`src/rtl/rom_reader.sv`:
```
// rom_reader: sequential read master for an asynchronous-read ROM.
//
// On a start command it walks a contiguous address range (wrapping modulo
// 2^ADDR_WIDTH), drives the ROM address/read-enable/chip-enable pins, and
// pushes each returned byte into a 2-entry FIFO drained through a
// valid/ready stream.
//
// Ports:
//   clk, rst_n            clock, asynchronous active-low reset
//   start                 one-cycle command strobe, ignored while busy
//   start_addr, length    first address and word count (0..2^ADDR_WIDTH)
//   abort                 synchronous flush of the current transfer
//   busy, done            transfer in progress / one-cycle completion pulse
//   rom_address, rom_read_en, rom_ce, rom_data   ROM side
//   out_data, out_valid, out_ready               stream side
module rom_reader #(
    parameter int ADDR_WIDTH = 8,
    parameter int DATA_WIDTH = 8
) (
    input  logic                  clk,
    input  logic                  rst_n,
    input  logic                  start,
    input  logic [ADDR_WIDTH-1:0] start_addr,
    input  logic [ADDR_WIDTH:0]   length,
    input  logic                  abort,
    output logic                  busy,
    output logic                  done,
    output logic [ADDR_WIDTH-1:0] rom_address,
    output logic                  rom_read_en,
    output logic                  rom_ce,
    input  logic [DATA_WIDTH-1:0] rom_data,
    output logic [DATA_WIDTH-1:0] out_data,
    output logic                  out_valid,
    input  logic                  out_ready
);

    typedef enum logic [1:0] {
        IDLE,
        READ,
        DRAIN
    } state_t;

    state_t                state_q, state_d;
    logic [ADDR_WIDTH-1:0] addr_q;
    logic [ADDR_WIDTH-1:0] last_addr_q;
    logic [ADDR_WIDTH:0]   remaining_q;
    logic [DATA_WIDTH-1:0] fifo_mem [2];
    logic                  wr_ptr_q, rd_ptr_q;
    logic [1:0]            count_q, count_d;
    logic                  done_q, done_d;
    logic                  load;
    logic                  issue, push, pop, flush;

    // Issue decodes from registered state only, so neither start nor
    // out_ready reaches the ROM pins combinationally.
    assign issue = (state_q == READ) && (remaining_q != '0) && (count_q != 2'd2);
    assign flush = abort && (state_q != IDLE);
    assign push  = issue && !flush;
    assign pop   = out_valid && out_ready;

    assign rom_read_en = issue;
    assign rom_ce      = issue;
    // Between issues the pins show the most recently issued address.
    assign rom_address = issue ? addr_q : last_addr_q;

    assign out_valid = (count_q != 2'd0);
    assign out_data  = fifo_mem[rd_ptr_q];
    assign busy      = (state_q != IDLE);
    assign done      = done_q;

    always_comb begin
        count_d = count_q;
        if (flush) begin
            count_d = 2'd0;
        end else if (push && !pop) begin
            count_d = count_q + 2'd1;
        end else if (pop && !push) begin
            count_d = count_q - 2'd1;
        end
    end

    // NOTE: every signal driven here gets a default first, so no path
    // through the case leaves a value unassigned and no latch is inferred.
    always_comb begin
        state_d = state_q;
        load    = 1'b0;
        done_d  = 1'b0;
        unique case (state_q)
            IDLE: begin
                if (start) begin
                    if (length != '0) begin
                        load    = 1'b1;
                        state_d = READ;
                    end else begin
                        done_d = 1'b1;
                    end
                end
            end
            READ: begin
                if (abort) begin
                    state_d = IDLE;
                end else if (issue && (remaining_q == 1)) begin
                    state_d = DRAIN;
                end
            end
            DRAIN: begin
                if (abort) begin
                    state_d = IDLE;
                end else if (count_d == 2'd0) begin
                    // Leaving on the edge of the final handshake.
                    state_d = IDLE;
                    done_d  = 1'b1;
                end
            end
            default: state_d = IDLE;
        endcase
    end

    // NOTE: state registers use non-blocking assignments so every flop
    // samples the pre-edge values regardless of statement order.
    always_ff @(posedge clk or negedge rst_n) begin
        if (!rst_n) begin
            state_q     <= IDLE;
            addr_q      <= '0;
            last_addr_q <= '0;
            remaining_q <= '0;
            count_q     <= 2'd0;
            wr_ptr_q    <= 1'b0;
            rd_ptr_q    <= 1'b0;
            done_q      <= 1'b0;
        end else begin
            state_q <= state_d;
            count_q <= count_d;
            done_q  <= done_d;
            if (load) begin
                addr_q      <= start_addr;
                remaining_q <= length;
            end else if (issue) begin
                addr_q      <= addr_q + 1'b1;
                remaining_q <= remaining_q - 1'b1;
            end
            if (issue) begin
                last_addr_q <= addr_q;
            end
            if (flush) begin
                wr_ptr_q <= 1'b0;
                rd_ptr_q <= 1'b0;
            end else begin
                if (push) wr_ptr_q <= ~wr_ptr_q;
                if (pop)  rd_ptr_q <= ~rd_ptr_q;
            end
        end
    end

    // NOTE: the two FIFO entries are reset because out_data must read 0
    // after reset; a deeper buffer would gate the output instead.
    always_ff @(posedge clk or negedge rst_n) begin
        if (!rst_n) begin
            fifo_mem[0] <= '0;
            fifo_mem[1] <= '0;
        end else if (push) begin
            fifo_mem[wr_ptr_q] <= rom_data;
        end
    end

endmodule

```
`config.mk`:
```
export PLATFORM = sky130hd
export DESIGN_NAME = rom_reader
export DESIGN_NICKNAME = d
export VERILOG_FILES = /design/src/rtl/rom_reader.sv
export SDC_FILE = /design/constraint.sdc
export NUM_CORES = 1
export LEC_CHECK = 0
export ABC_AREA = 1
export CORE_MARGIN = 2
export CORE_UTILIZATION = 51
export CTS_BUF_LIST = sky130_fd_sc_hd__clkbuf_16
export DETAILED_ROUTE_END_ITERATION = 16
export PLACE_DENSITY = 0.87
export SLEW_MARGIN = 20
export SYNTH_ARGS = -nofsm -noshare
export SYNTH_HDL_FRONTEND = slang
export SYNTH_SLANG_ARGS = --single-unit
```
`constraint.sdc`:
```
create_clock -name clk -period 2.4 [get_ports clk]
set_clock_uncertainty 0.15 [all_clocks]
set_input_delay 0.36 -clock clk [delete_from_list [all_inputs] [get_ports clk]]
set_output_delay 0.36 -clock clk [all_outputs]
set_load 0.05 [all_outputs]
```
---- Yosys cells after proc, flatten, opt, wreduce, memory -nomap -nowiden ----
Index checks and enable logic that the tools add are counted.
word-level totals
  bits of input ports ..................... 30
  flip-flop bits (word level) ............. 48
operators by class
  bitwise logic cells ..................... 4
  eq/ne operators ......................... 8
  reduce and logical (&&, ||, !) cells .... 22
  muxes and demuxes ....................... 33
  add/sub/neg operators ................... 4
  order comparisons ....................... 3
operators with widths
  kind                                                                   number
  8-bit 2-to-1 mux                                                       7
  2-bit 2-to-1 mux                                                       9
  9-bit 2-to-1 mux                                                       2
  9-bit nonzero test                                                     2
  16-bit bitwise mux                                                     1
  1-bit 2-to-1 mux                                                       11
  2-bit nonzero test                                                     5
  9-bit by 1-bit equality test with 1-bit output, second input constant  1
  1-bit logical AND                                                      9
  9-bit by 1-bit subtractor with 9-bit output, second input constant     1
  8-bit by 1-bit adder with 8-bit output, second input constant          1
  8-bit demux with 1-bit select                                          1
  2-bit != test, second input constant                                   3
  2-bit one-hot mux with 3 select lines                                  1
  2-bit greater-or-equal comparator, second input constant               2
  2-bit logical NOT                                                      2
  1-bit inverter with 2-bit output                                       2
  4-bit AND reduction                                                    1
  1-bit logical NOT                                                      3
  3-bit by 2-bit != test with 1-bit output, second input constant        1
  3-bit != test, second input constant                                   1
  2-bit by 1-bit adder with 2-bit output, second input constant          1
  2-bit by 1-bit equality test with 1-bit output, second input constant  1
  2-bit equality test, second input constant                             1
  other kinds (4)                                                        5

---- Logic depth before layout (Yosys ltp) ----
Gate-level depths: netlist (run 1).
  word-level depth ........................ 13
  mapped depth ............................ 14
  mapped depth without buffers ............ 14

---- Least setup slack after synthesis (run 1) ----
No wires, ideal clock.
  kind .................................... reg-to-output
  start point ............................. register remaining_q[0]
  end point ............................... output rom_address[0]
  path buffers ............................ 2
  stages on the path, launching flop included .. 10
  data required time ...................... 1.890 ns
  data arrival time ....................... 2.333 ns
  path slack .............................. -0.443 ns
  cells stage by stage .................... dfrtp_1 -> inv_1 -> ha_1 -> nand2_1 -> nor2_1 -> nand2_1 -> nand2_1 -> buf_4 -> buf_2 -> o21ai_0
on the way
  word-level cells in the longest chain between the ends .. 4
RTL lines
  item                            RTL line  source
  start: declaration              46        logic [ADDR_WIDTH:0] remaining_q;
  start signal: assignment        137       remaining_q <= length;
  start signal: assignment        140       remaining_q <= remaining_q - 1'b1;
  9-bit nonzero test              56        assign issue = (state_q == READ) && (remaining_q != '0) && (count_q != 2'd2);
  1-bit logical AND (2 in a row)  56
  8-bit 2-to-1 mux                n/a
  end: declaration                28        output logic [ADDR_WIDTH-1:0] rom_address,
Every way passes these cells.

---- Worst setup path in the final report (run 1) ----
  start point ............................. register remaining_q[1]
  end point ............................... output rom_address[7]
The elaborated chain is that of the path after synthesis.

==> results.md, run 1 <==
- Status: completed
- Achievable clock frequency: 422.6 MHz
- Fill count: 325
- DR vias: 2272
- Internal: 3256 uW
- DRT iter0 DRCs: 130
- Top cell by count, worst path: nand2_1
- Syn avg cell area: 8.210 um2
- Die H: about 74 um
- Root Buffer: clkbuf_16
- Critical path arrival: 1.86 ns
- CP required: 1.89 ns
- Die Area: roughly 0.0055 mm2
- Post-synthesis instance total: 306
- Proportion of synthesized area in mux cells: 0%
- Detailed Place HPWL: 4011 um
- Critical path peak fanout: 5
- Routed Antenna Nets: 0
- CP Launch Point: remaining_q[1]
- Initial core utilization: 53.19%
- Final min period: 2.367 ns
- Syn Std Cell Area: 0.002512 mm2
- Slew Limit Headroom: 66.87%
- Reg-to-reg setup timing slack: 0.35 ns
- H-tree depth: 2
- CP startpoint kind: register
- Router iterations before antenna repair: 4
- Largest net degree at the start of global routing: 19
- Final wirelength: 6112 um
- Grt ovf: 0
- Flop pwr share: between 20% and 30%
- WL/cell: ~14 um
- Area growth syn-to-layout: 39.99%
- Endpoint class of the critical path: output pin
- Ys Warns: 0
- Yosys top cell by area: dfrtp_1
- Clk_lat worst skew: 0.28 ns
- Synthesis-stage register bit count: 48
- DR vias/cell: 5.199
- Clock power frac: between 10% and 20%
- Post-synth top area share: 47.81%
- Final instance area: 0.003517 mm2
- Largest family of logic cells by synthesized area: simple AND/OR/NAND/NOR gates
- Wire length of the first global-routing pass: 9756 um
- Placed Area: 0.003183 mm2
- Hold Slack: 0.3316 ns
- Class of the worst hold path: reg -> reg
- Antenna fix cells: 0
- Worst Max-Slew Pin Slew: just under 0.5 ns
- Simple-gate share of the synthesized area: 23.90%
- Final RePlAce weighted congestion: 0.8173
- Synth Area in Adders: about 3%
- Hold Path Origin: fifo_mem[8]
- Remaining DRCs: 0
- Total CTS buffers: 5
- Psw: 2874 uW
- Final Hold Viols: 0
- Max IR drop VDD: 1.139 mV
- Net Count, Synth: 342
- Antenna violations before repair: 0
- Max-Cap Viols: 0
- Layout cells sized above 1: 17.84%
- Nets: 405
- Clock Pin Slew Worst Setup and Hold Paths: ~0.070 ns
- Distinct cells, synth: 31
- CTS tree: done
- Leak: 0.001734 uW
- Post-synthesis compound-gate area fraction: 12.30%
- Worst R2R Start: remaining_q[0]
- Boundary pin count: between 50 and 60
- Clock tree buffer depth: 2
- CTS Sinks: 48
- Synth top area cells: dfrtp_1 48%, nand2_1 14%, inv_1 5.8%, xor2_1 3.8%, o21ai_0 3.8%
- Slowest-stage cell, CP: dfrtp_1
- IO buf count: 50
- Final total power: 6131 uW
- Core footprint: about 0.0047 mm2
- Vias in the first global route: between 2000 and 2500
- Core Rows: 25
- CP cell instances: inv_2, ha_1, nand2_1, nor2_1, nand2_2, nand2_4, buf_4, nand2_1, nand2_1, buf_12
- Gr usage total: 22.91%
- Crit share post-route: 98.61%
- Comb power frac: 63.8%
- Critical path class: reg -> out
- Setup Viol. Count Final: 0
- Sequential share of the synthesized area: ~48%
- Die extent in x: around 74 um
- Setup total negative slack: 0 ns
- Pwr per Cell Area: 1743 mW/mm2
- Switching power share of the total: 46.88%
- Final slew viol count: 0
- Synth Area in XOR/XNOR: 3.835%
- Max incr delay on CP: approximately 0.40 ns
[synthesized netlist by cell type, drive strengths merged]
library cell and n:
a22oi 1, nor3 4, nor2 20, a21oi 6, nand4 2, inv 40
dfrtp 48, o211ai 4, and3 1, ha 6, xor2 11, or2 2
o221ai 5, clkinv 1, o21ai 32, nand3 13, nand2 98, buf 9
a211oi 1, clkbuf 2
[power by group through the flow]
stage / clock, uW / combinational [uW] / sequential (uW)
global route: 840 / 4190 / 1460
floorplan: 0 / 2330 / 1370
detailed placement: 0 / 3510 / 1420
finish: 800 / 3910 / 1420
CTS: 811 / 3740 / 1410
global placement: 0 / 3420 / 1400
[cell families after synthesis]
logic type                 Yosys count
AOI/OAI and AO/OA                   49
xor gates and xnor gates            11
adders and majority gates            6
buffers and inverters               52
DFF                                 48
and+or+nand+nor                    140
[placed cells by master, fill, tap and decap left out, types with 10 or more instances in the layout]
| master | instances |
|---|---|
| o21ai_2 | 14 |
| nand2_1 | 93 |
| xor2_1 | 11 |
| clkdlybuf4s50_1 | 37 |
| nor2_1 | 18 |
| o21ai_0 | 12 |
| dfrtp_1 | 48 |
| nand3_1 | 10 |
| buf_4 | 15 |
| inv_1 | 37 |
| buf_12 | 11 |
[final timing paths]
kind / endpoint / cells past startpoint
min in group asynchronous: fifo_mem[3] / 2
max in group asynchronous: count_q[1] / 3
min reg2reg: fifo_mem[8] / 2
max: rom_address[7] / 10
max reg2reg: fifo_mem[5] / 10
min: fifo_mem[8] / 2
[per-layer routing]
metal  global-route usage, %  vias up  routed length, um
met5                       0        -                  0
met4                   9.091        0                157
met3                   4.878       17                304
met2                   40.38       81               3111
met1                   27.30     1077               2539
li1                        -     1097                  -
[through the flow]
stage,instances,setup WS (ns),util (%)
2_1_floorplan,306,-0.05679,-
3_3_place_gp,420,0.2311,67.39
3_5_place_dp,420,0.1551,67.39
4_1_cts,432,0.002955,73.09
5_1_grt,437,-0.05620,74.46
6_report,437,0.03344,74.46
[state kept, by name (all words and copies together) (netlist names)]
| register | flops |
|---|---|
| rd_ptr_q | 1 |
| last_addr_q | 8 |
| fifo_mem | 16 |
| wr_ptr_q | 1 |
| state_q | 2 |
| addr_q | 8 |
| remaining_q | 9 |
| count_q | 2 |
| done | 1 |
[critical path, delay by kind of cell (launching register included)]
family / cells / cell delay, ns
buf+inv: 3 / 0.38
fa+ha+maj: 1 / 0.15
flops: 1 / 0.40
simple gates: 6 / 0.62
[layout make-up]
type | count | area [um2] | area share [%]
flip-flops and latches | 48 | 1201 | 34.15
clock buffers | 5 | 125.1 | 3.557
multi-input cells | 206 | 1132 | 32.20
clock inverters | 3 | 47.55 | 1.352
well taps | 67 | 83.83 | 2.383
inverters | 41 | 156.4 | 4.447
repair buffers | 67 | 770.7 | 21.91
[what timing repair did]
action | 4_1_cts | 5_1_grt
resized for setup | 12 | 5
gates cloned | 1 | 1
pin swaps | 1 | 3
endpoints found under the setup margin | 8 | 8
hold buffers | 1 | 0
buffers inserted | 2 | 4
hold endpoints to repair | 16 | 0
Note: power is estimated with default switching activity, not from simulation.
==> run 2, diff against run 1 <==
CORE_UTILIZATION = 25   (was 51)
PLACE_DENSITY = 0.53   (was 0.87)
==> results.md, run 2 (synthesis results as in run 1) <==
- Crit share post-route: 95.92% (-2.7 points)
- Slew Limit Headroom: 65.28% (-1.6 points)
- Final slew viol count: 0 (unchanged)
- Clock tree buffer depth: 2 (unchanged)
- Stages on worst setup path: 9 (-1)
- Reg-to-reg setup timing slack: 0.38 ns (+0.03 ns)
- CP cell instances: inv_2, ha_1, nand2_1, nor2_2, nand2_2, nand2_4, clkbuf_16, o21ai_2, buf_12
- Area growth syn-to-layout: 40.19%
- CTS Sinks: 48 (unchanged)
- Die Area: 0.01087 mm2 (+97%)
- Worst R2R Start: remaining_q[0]
- Routed Antenna Nets: 0 (unchanged)
- DRT iter0 DRCs: 77 (-41%)
- Setup Viol. Count Final: 0 (unchanged)
- Detailed Place HPWL: 4240 um (+5.7%)
- Largest regs: fifo_mem x16, remaining_q x9
- Antenna violations before repair: 0 (unchanged)
- Root Buffer: clkbuf_16
- CTS tree: done
- Worst Max-Slew Pin Slew: 0.5192 ns (+0.02377 ns)
- Final Non-Filler Cells: 500 (+14%)
- IO buf count: 50 (unchanged)
- Max reg flops: 16 (unchanged)
- Final wirelength: 5742 um (-6.1%)
- Max-Cap Viols: 0 (unchanged)
- DR vias: 2088 (-8.1%)
- Reg2reg path depth: 12 (+2)
- Leak: 0.001710 uW (-1.4%)
- Gr usage total: 10.84% (-12 points)
- Antenna fix cells: 0 (unchanged)
- Remaining DRCs: 0 (unchanged)
- Worst reg2reg path endpoint: remaining_q[7]
- CP startpoint kind: register
- Boundary pin count: 51 (unchanged)
- Die extent in x: 104.2 um (+41%)
- Commonest cells after routing, fill and taps aside: 92 x nand2_1, 48 x dfrtp_1, 37 x inv_1
- Critical path arrival: 1.79 ns (-0.07 ns)
- Final Hold Viols: 0 (unchanged)
- Critical path peak fanout: 7 (+2)
- Dpl cells: 487 (+16%)
- CP Launch Point: remaining_q[0]
- Vias in the first global route: 2018 (-9.7%)
- Top delay family on crit path: buffers and inverters
- Reg with most FFs: fifo_mem
- Slowest-stage cell, CP: dfrtp_1
- Router iterations before antenna repair: 4 (unchanged)
- DR vias/cell: 4.176 (-20%)
- Wire length of the first global-routing pass: 9784 um (+0.29%)
- Setup total negative slack: 0 ns (unchanged)
- Initial core utilization: 25.70% (-27 points)
- Pwr per Cell Area: 1640 mW/mm2 (-5.9%)
- Clock Pin Slew Worst Setup and Hold Paths: 0.06 ns (about the same)
- Worst setup endpoint: rom_address[5]
- H-tree depth: 2 (unchanged)
- Core footprint: 0.009774 mm2 (+110%)
- Layout cells sized above 1: 19.07% (+1.2 points)
- Grt ovf: 0 (unchanged)
- Nets: 402 (-0.74%)
- Commonest non-fill, non-tap cell in the layout: nand2_1
- Achievable clock frequency: 434.4 MHz (+2.8%)
- Critical path class: reg -> out
- Class of the worst hold path: reg -> reg
- Max incr delay on CP: 0.39 ns (about the same)
- Total CTS buffers: 5 (unchanged)
- Largest net degree at the start of global routing: 29 (+10)
- Combined buffer and inverter count along the critical path: 3 (unchanged)
- Max IR drop VDD: 1.015 mV (-11%)
- WL/cell: 11.48 um (-18%)
- Final RePlAce weighted congestion: 0.8016 (-1.9%)
- Endpoint class of the critical path: output pin
- Clk_lat worst skew: 0.28 ns (about the same)
- Die H: 104.2 um (+41%)
- Core Rows: 36 (+44%)
- Utilization after layout: 36.03% (-38 points)
- Status: completed
- Final min period: 2.302 ns (-0.06438 ns)
- CP required: 1.89 ns (about the same)
## run 2: cell type report
class / count / area, um2
fillers: 1045 / 6252
flip-flops and latches: 48 / 1201
multi-input cells: 206 / 1130
repair buffers: 64 / 729.5
well taps: 133 / 166.4
inverters: 41 / 156.4
clock buffers: 5 / 125.1
clock inverters: 3 / 13.76
## run 2: layer usage
metal	up-vias	part of all wire, %	wire [um]	global-route usage, %
li1	1086	-	-	-
met4	0	0.21	12	1.158
met3	2	4.1	234	2.506
met2	42	46	2664	17.29
met5	-	0	0	0
met1	958	49	2831	15.48
## run 2: worst register-to-register path, cell delays in order (launching register included)
cell and delay, ns:
dfrtp_1 0.39, inv_2 0.07, ha_1 0.19, nand2_1 0.08, nor2_2 0.04, nand2_2 0.10, nand2_4 0.11, clkbuf_16 0.19
buf_4 0.15, nand2_2 0.19, inv_1 0.08, nand2_1 0.06, o221ai_1 0.09
## run 2: worst min path at each step
stage,slack [ns],cells after the start,endpoint,startpoint
finish,0.33,2,fifo_mem[9],fifo_mem[9]
CTS,0.34,2,fifo_mem[11],fifo_mem[11]
floorplan,-0.09,0,addr_q[0],rst_n
global placement,0.21,1,remaining_q[3],rst_n
detailed placement,0.22,1,remaining_q[3],rst_n
global route,0.34,2,fifo_mem[13],fifo_mem[13]
## run 2: metrics by stage
step	instance area, um2	total power, uW	worst slack [ns]	hold WS (ns)
finish	3522	5776	0.09782	0.3339
global route	3522	6207	-0.01718	0.3419
CTS	3462	5737	0.006763	0.3360
detailed placement	3258	4916	0.1118	0.2158
global placement	3258	4891	0.1287	0.2093
floorplan	2512	3703	-0.05679	-0.08559
## run 2: repair_timing
action / in CTS / in global routing
gates resized for setup: 15 / 6
hold buffers: 1 / 0
buffers inserted: 0 / 3
cloned: 0 / 1
pin swaps: 0 / 2
endpoints found under the hold margin: 20 / 0
endpoints found under the setup margin: 10 / 10
## run 2: report_power, final
group	switching, uW	leakage (uW)	internal (uW)
combinational	2260	0.00105	1460
clock	286	0.0000710	379
sequential	195	0.000589	1200
